==> src/rtl/fetch_pc_predictor.sv <==
// Fetch-stage PC register with a direct-mapped BTB predictor and 2-bit counters.
// Execute-stage resolution trains the BTB and redirects fetch on a misprediction.
module fetch_pc_predictor #(
    parameter int unsigned      WIDTH        = 32,
    parameter int unsigned      BTB_ENTRIES  = 16,
    parameter logic [WIDTH-1:0] RESET_VECTOR = '0
) (
    input  logic             clk,
    input  logic             rst,
    input  logic             StallF,
    output logic [WIDTH-1:0] PCF,
    output logic [WIDTH-1:0] PredNextPCF,
    output logic             PredTakenF,
    input  logic             ResolveE,
    input  logic [WIDTH-1:0] PCE,
    input  logic             TakenE,
    input  logic [WIDTH-1:0] TargetE,
    input  logic [WIDTH-1:0] PredNextPCE,
    output logic             RedirectE
);

    localparam int unsigned IDX  = $clog2(BTB_ENTRIES);
    localparam int unsigned TAGW = WIDTH - IDX - 2;
    localparam logic [WIDTH-1:0] FOUR = WIDTH'(4);

    logic [WIDTH-1:0] pc_q, pc_d;

    logic             valid_q  [BTB_ENTRIES];
    logic [TAGW-1:0]  tag_q    [BTB_ENTRIES];
    logic [WIDTH-1:0] target_q [BTB_ENTRIES];
    logic [1:0]       ctr_q    [BTB_ENTRIES];

    logic [IDX-1:0]   f_idx, e_idx;
    logic [TAGW-1:0]  f_tag, e_tag;
    logic             f_hit, e_hit;
    logic [WIDTH-1:0] actual_next_e;
    logic [1:0]       ctr_upd;

    assign PCF   = pc_q;
    assign f_idx = pc_q[IDX+1:2];
    assign f_tag = pc_q[WIDTH-1:IDX+2];
    assign e_idx = PCE[IDX+1:2];
    assign e_tag = PCE[WIDTH-1:IDX+2];

    // Registered BTB arrays give read-old behaviour on a same-entry update.
    assign f_hit       = valid_q[f_idx] && (tag_q[f_idx] == f_tag);
    assign PredTakenF  = f_hit && ctr_q[f_idx][1];
    assign PredNextPCF = PredTakenF ? target_q[f_idx] : pc_q + FOUR;

    assign e_hit         = valid_q[e_idx] && (tag_q[e_idx] == e_tag);
    assign actual_next_e = TakenE ? TargetE : PCE + FOUR;
    assign RedirectE     = ResolveE && (actual_next_e != PredNextPCE);

    always_comb begin
        ctr_upd = ctr_q[e_idx];
        if (TakenE) begin
            if (ctr_q[e_idx] != 2'b11) ctr_upd = ctr_q[e_idx] + 2'b01;
        end else begin
            if (ctr_q[e_idx] != 2'b00) ctr_upd = ctr_q[e_idx] - 2'b01;
        end
    end

    always_comb begin
        pc_d = PredNextPCF;
        if (RedirectE) begin
            pc_d = actual_next_e;
        end else if (StallF) begin
            pc_d = pc_q;
        end
    end

    always_ff @(posedge clk) begin
        if (rst) begin
            pc_q <= RESET_VECTOR;
            for (int unsigned i = 0; i < BTB_ENTRIES; i++) begin
                valid_q[i] <= 1'b0;
                ctr_q[i]   <= 2'b00;
            end
        end else begin
            pc_q <= pc_d;
            if (ResolveE) begin
                if (e_hit) begin
                    ctr_q[e_idx] <= ctr_upd;
                    if (TakenE) target_q[e_idx] <= TargetE;
                end else if (TakenE) begin
                    valid_q[e_idx]  <= 1'b1;
                    tag_q[e_idx]    <= e_tag;
                    target_q[e_idx] <= TargetE;
                    ctr_q[e_idx]    <= 2'b10;
                end
            end
        end
    end

endmodule

==> config.mk <==
export PLATFORM = sky130hd
export DESIGN_NAME = fetch_pc_predictor
export DESIGN_NICKNAME = d
export VERILOG_FILES = /design/src/rtl/fetch_pc_predictor.sv
export SDC_FILE = /design/constraint.sdc
export NUM_CORES = 1
export LEC_CHECK = 0
export BUFFER_PORTS_ARGS = -buffer_cell sky130_fd_sc_hd__buf_2
export CAP_MARGIN = 25
export CORE_MARGIN = 2
export CORE_UTILIZATION = 58
export CTS_BUF_LIST = sky130_fd_sc_hd__clkbuf_8
export DETAILED_ROUTE_END_ITERATION = 7
export PLACE_DENSITY = 0.75
export SLEW_MARGIN = 20
export SYNTH_ARGS = -nofsm -noshare
export SYNTH_HDL_FRONTEND = slang
export SYNTH_SLANG_ARGS = --single-unit
==> constraint.sdc <==
create_clock -name clk -period 7.34 [get_ports clk]
set_input_delay 1.101 -clock clk [delete_from_list [all_inputs] [get_ports clk]]
set_output_delay 1.101 -clock clk [all_outputs]
set_load 0.03 [all_outputs]
==> flow_summary_export.csv <==
group,metric,value,unit
detailed_routing,viasPerCell,7.141,
critical_path,cp.required,6240,ps
clock_tree,cts_inserted_buffers,162,
die,ios,167,
hold_path,holdCritPathClass,"reg2reg",
layout,area_delta_synth_final,11.81,%
synth,ys_warn_count,0,
die,rows,104,
power,p_sw,3421,uW
critical_path,r2r_cells,12,
critical_path,setup.worst_path.class,"reg2out",
power,p_clk_frac,0.365,
place,dpl_worst_slack,1294,ps
power,irDropWorstVdd,0.2117,mV
layout,post-route-util,0.6543,
clock_tree,cts_setup_buffers,0,
layout,nets,3021,
critical_path,slowest_stage,"dfxtp_4",
power,swShare,0.2692,
sta,slew_viol_final,0,
clock_tree,ctsResizeCount,0,
sta,finalSetupViolCount,0,
clock_tree,cts_tree,"built",
synth,async_flop_share,0,
grt,grt_pass1_wl,209900,um
sta,skew,51.39,ps
grt,grtUsageMet1,0.4912,
critical_path,start_kind,"flop",
place,gp_congestion,1.015,
synth,synth_seq_cells,1012,
layout,drive_gt1_frac,0.3077,
grt,groute.usage.overall,0.3613,
clock_tree,clock-sinks,1012,
clock_tree,clockRootBuffer,"clkbuf_8",
sta,final-hold-violation-count,0,
place,place_hpwl,97080,um
power,powerDensity,241.5,mW/mm^2
synth,ys_seq_area_frac,0.6347,
power,power.share.combinational,0.123,
detailed_routing,vias,29380,
flow_run,maxCapViolations,0,
critical_path,cp_max_fo,47,
synth,ys.flop_type,"edfxtp_1",
critical_path,path_cells,"buf_4 -> and2_1 -> a22oi_1 -> a21oi_1 -> o2111ai_1 -> nor4_1 -> o21ai_1 -> nor4_1 -> a21oi_1 -> buf_2",
clock_tree,path_clk_slew,60,ps
sta,worst_pin_slew,948.6,ps
power,seqPwrFrac,0.512,
sta,slew_headroom,0.3495,
die,chipWidth,288.8,um
die,fp.dieH,288.8,um
synth,avgSynthCellArea,17.58,um^2
detailed_routing,dr.pass1.iters,6,
grt,use_met2,0.5494,
sta,timing.setup.tns,0,ps
synth,synth_cell_types,91,
sta,max_freq,145.6,MHz
sta,grt_setup_unrepaired,"false",
hold_path,hold_start,"valid_q[12]",
sta,worst_slack,471.6,ps
synth,synth_most_common_cell,"edfxtp_1",
synth,yosys-top-cells-count,"edfxtp_1, mux4_2, nor2_1",
clock_tree,clockBufferDepth,3,
synth,synth_area,0.04706,mm^2
critical_path,crit_path_end_kind,"output pin",
die,core_area,0.08042,mm^2
clock_tree,clock_latency,870,ps
die,initial_core_util,0.5852,
place,placed_cells,3810,
power,p_int,9285,uW
grt,grt_max_degree,121,
detailed_routing,routedWlPerCell,35.91,um
critical_path,slowest_delay,880,ps
detailed_routing,route.antenna.remaining_nets,0,
clock_tree,htree_levels,4,
sta,fin_crit_sh,0.9357,
sta,finalCriticalPeriod,6868,ps
synth,synthTopCellsByArea,"edfxtp_1, mux4_2, dfxtp_1",
layout,stdcell_count,4114,
synth,synth_edf_count,960,
grt,grt.busiest_layer,"met2",
detailed_routing,drtIter0Drc,4643,
synth,yosys.area.top_type,"edfxtp_1",
layout,nFillCells,5382,
grt,use_met3,0.09134,
synth,synth_top_cell_area_share,0.6126,
detailed_routing,route.detailed.drc,0,
critical_path,ff2ff_setup_slack,2320,ps
run_status,run_status,"finished, final reports clean",
layout,multi_input_area,0.01634,mm^2
synth,syn_nets,2783,
synth,syn_inst,2677,
power,leakage,0.01720,uW
layout,regArea,0.02988,mm^2
grt,antenna_found_initial,25,
die,dieArea,0.08343,mm^2
detailed_routing,wl,147800,um
hold_path,min_to,"valid_q[12]",
hold_path,hold-path-cell-count,1,
place,io_buffers,166,
clock_tree,postCtsHoldBufs,0,
grt,grt_overflow,0,
grt,grt_pass1_vias,29480,
critical_path,crit_arrival,5770,ps
[area by class of cell]
cell class	count	area share
flip-flops and latches	1012	0.5680
multi-input cells	1447	0.3105
clock buffers	167	0.04369
repair buffers	264	0.03536
well taps	1060	0.02521
clock inverters	124	0.01467
inverters	28	0.001998
diodes	12	0.0005707
[cell families after synthesis]
kind of cell | after synthesis | synth area share
DFF | 1012 | 0.6347
muxes | 529 | 0.2178
and+or+nand+nor | 514 | 0.05563
AOI/OAI and AO/OA | 264 | 0.04137
buffers and inverters | 218 | 0.02340
xor gates and xnor gates | 134 | 0.02553
adders and majority gates | 6 | 0.001542
[power groups by stage]
stage,clock network [uW],registers [uW],logic (uW)
after floorplan,0,6560,995
after global placement,0,6620,1500
after detailed placement,0,6630,1520
after CTS,4660,6510,1530
after global routing,4910,6510,1610
final,4640,6510,1560
[critical path: cells and delay by family, from the launching register on]
family,cells,cell delay (ps)
compound gates,5,1230
buf+inv,2,700
flops,1,880
simple gates,3,2030
[registers in the layout, indices dropped and copies added (netlist names), named ones only]
| register | cells |
|---|---|
| valid_q | 16 |
| target_q | 512 |
| tag_q | 416 |
| ctr_q | 32 |
| PCF | 32 |
[through the flow]
stage               total power, uW  area, um^2  hold slack [ps]
finish                        12710       52610            480.0
global route                  13040       52600            504.2
CTS                           12700       52560            479.3
detailed placement             8145       49490            466.0
global placement               8118       49230            460.2
floorplan                      7554       47060            435.7
[placed cells by master (no fill, tap or decap), types with 9 or more instances in the layout]
| cell | count |
|---|---|
| diode_2 | 12 |
| clkinv_2 | 23 |
| a22oi_1 | 13 |
| clkbuf_8 | 168 |
| nand2_1 | 99 |
| mux2i_1 | 104 |
| mux4_1 | 17 |
| buf_2 | 164 |
| clkinv_1 | 43 |
| nor3_1 | 45 |
| nor2b_1 | 10 |
| and3_1 | 26 |
| or3_1 | 12 |
| a211o_1 | 10 |
| buf_12 | 13 |
| a22o_1 | 10 |
| nor4_1 | 17 |
| nor2_1 | 98 |
| nand3_1 | 65 |
| and4_1 | 9 |
| mux2_4 | 12 |
| nand3b_1 | 10 |
| xor2_1 | 30 |
| dfxtp_1 | 48 |
| edfxtp_1 | 960 |
| nor2_4 | 32 |
| o32ai_1 | 9 |
| a21oi_1 | 30 |
| buf_4 | 80 |
| mux4_2 | 366 |
| o21ai_0 | 37 |
| xnor2_1 | 102 |
| o2111ai_1 | 12 |
| a21o_1 | 24 |
| nand2b_1 | 20 |
| mux2_2 | 26 |
| inv_1 | 67 |
| nand4_1 | 29 |
[per-layer routing]
metal | up-vias | part of all wire
met4 | 20 | 0.058
met1 | 15080 | 0.36
li1 | 11600 | -
met5 | - | 0.00096
met2 | 2247 | 0.46
met3 | 434 | 0.12
[worst max-delay path by stage]
| stage | endpoint | slack (ps) | startpoint | cells after the start |
|---|---|---|---|---|
| floorplan | RedirectE | 1630 | PCE[3] | 16 |
| global placement | tag_q[6][21] | 1120 | PCE[2] | 11 |
| detailed placement | tag_q[6][25] | 1290 | PCE[2] | 13 |
| CTS | PredNextPCF[18] | 490 | flop | 11 |
| global route | PredNextPCF[18] | 330 | flop | 12 |
| finish | PredNextPCF[15] | 470 | flop | 10 |
Note: power is estimated with default switching activity, not from simulation.
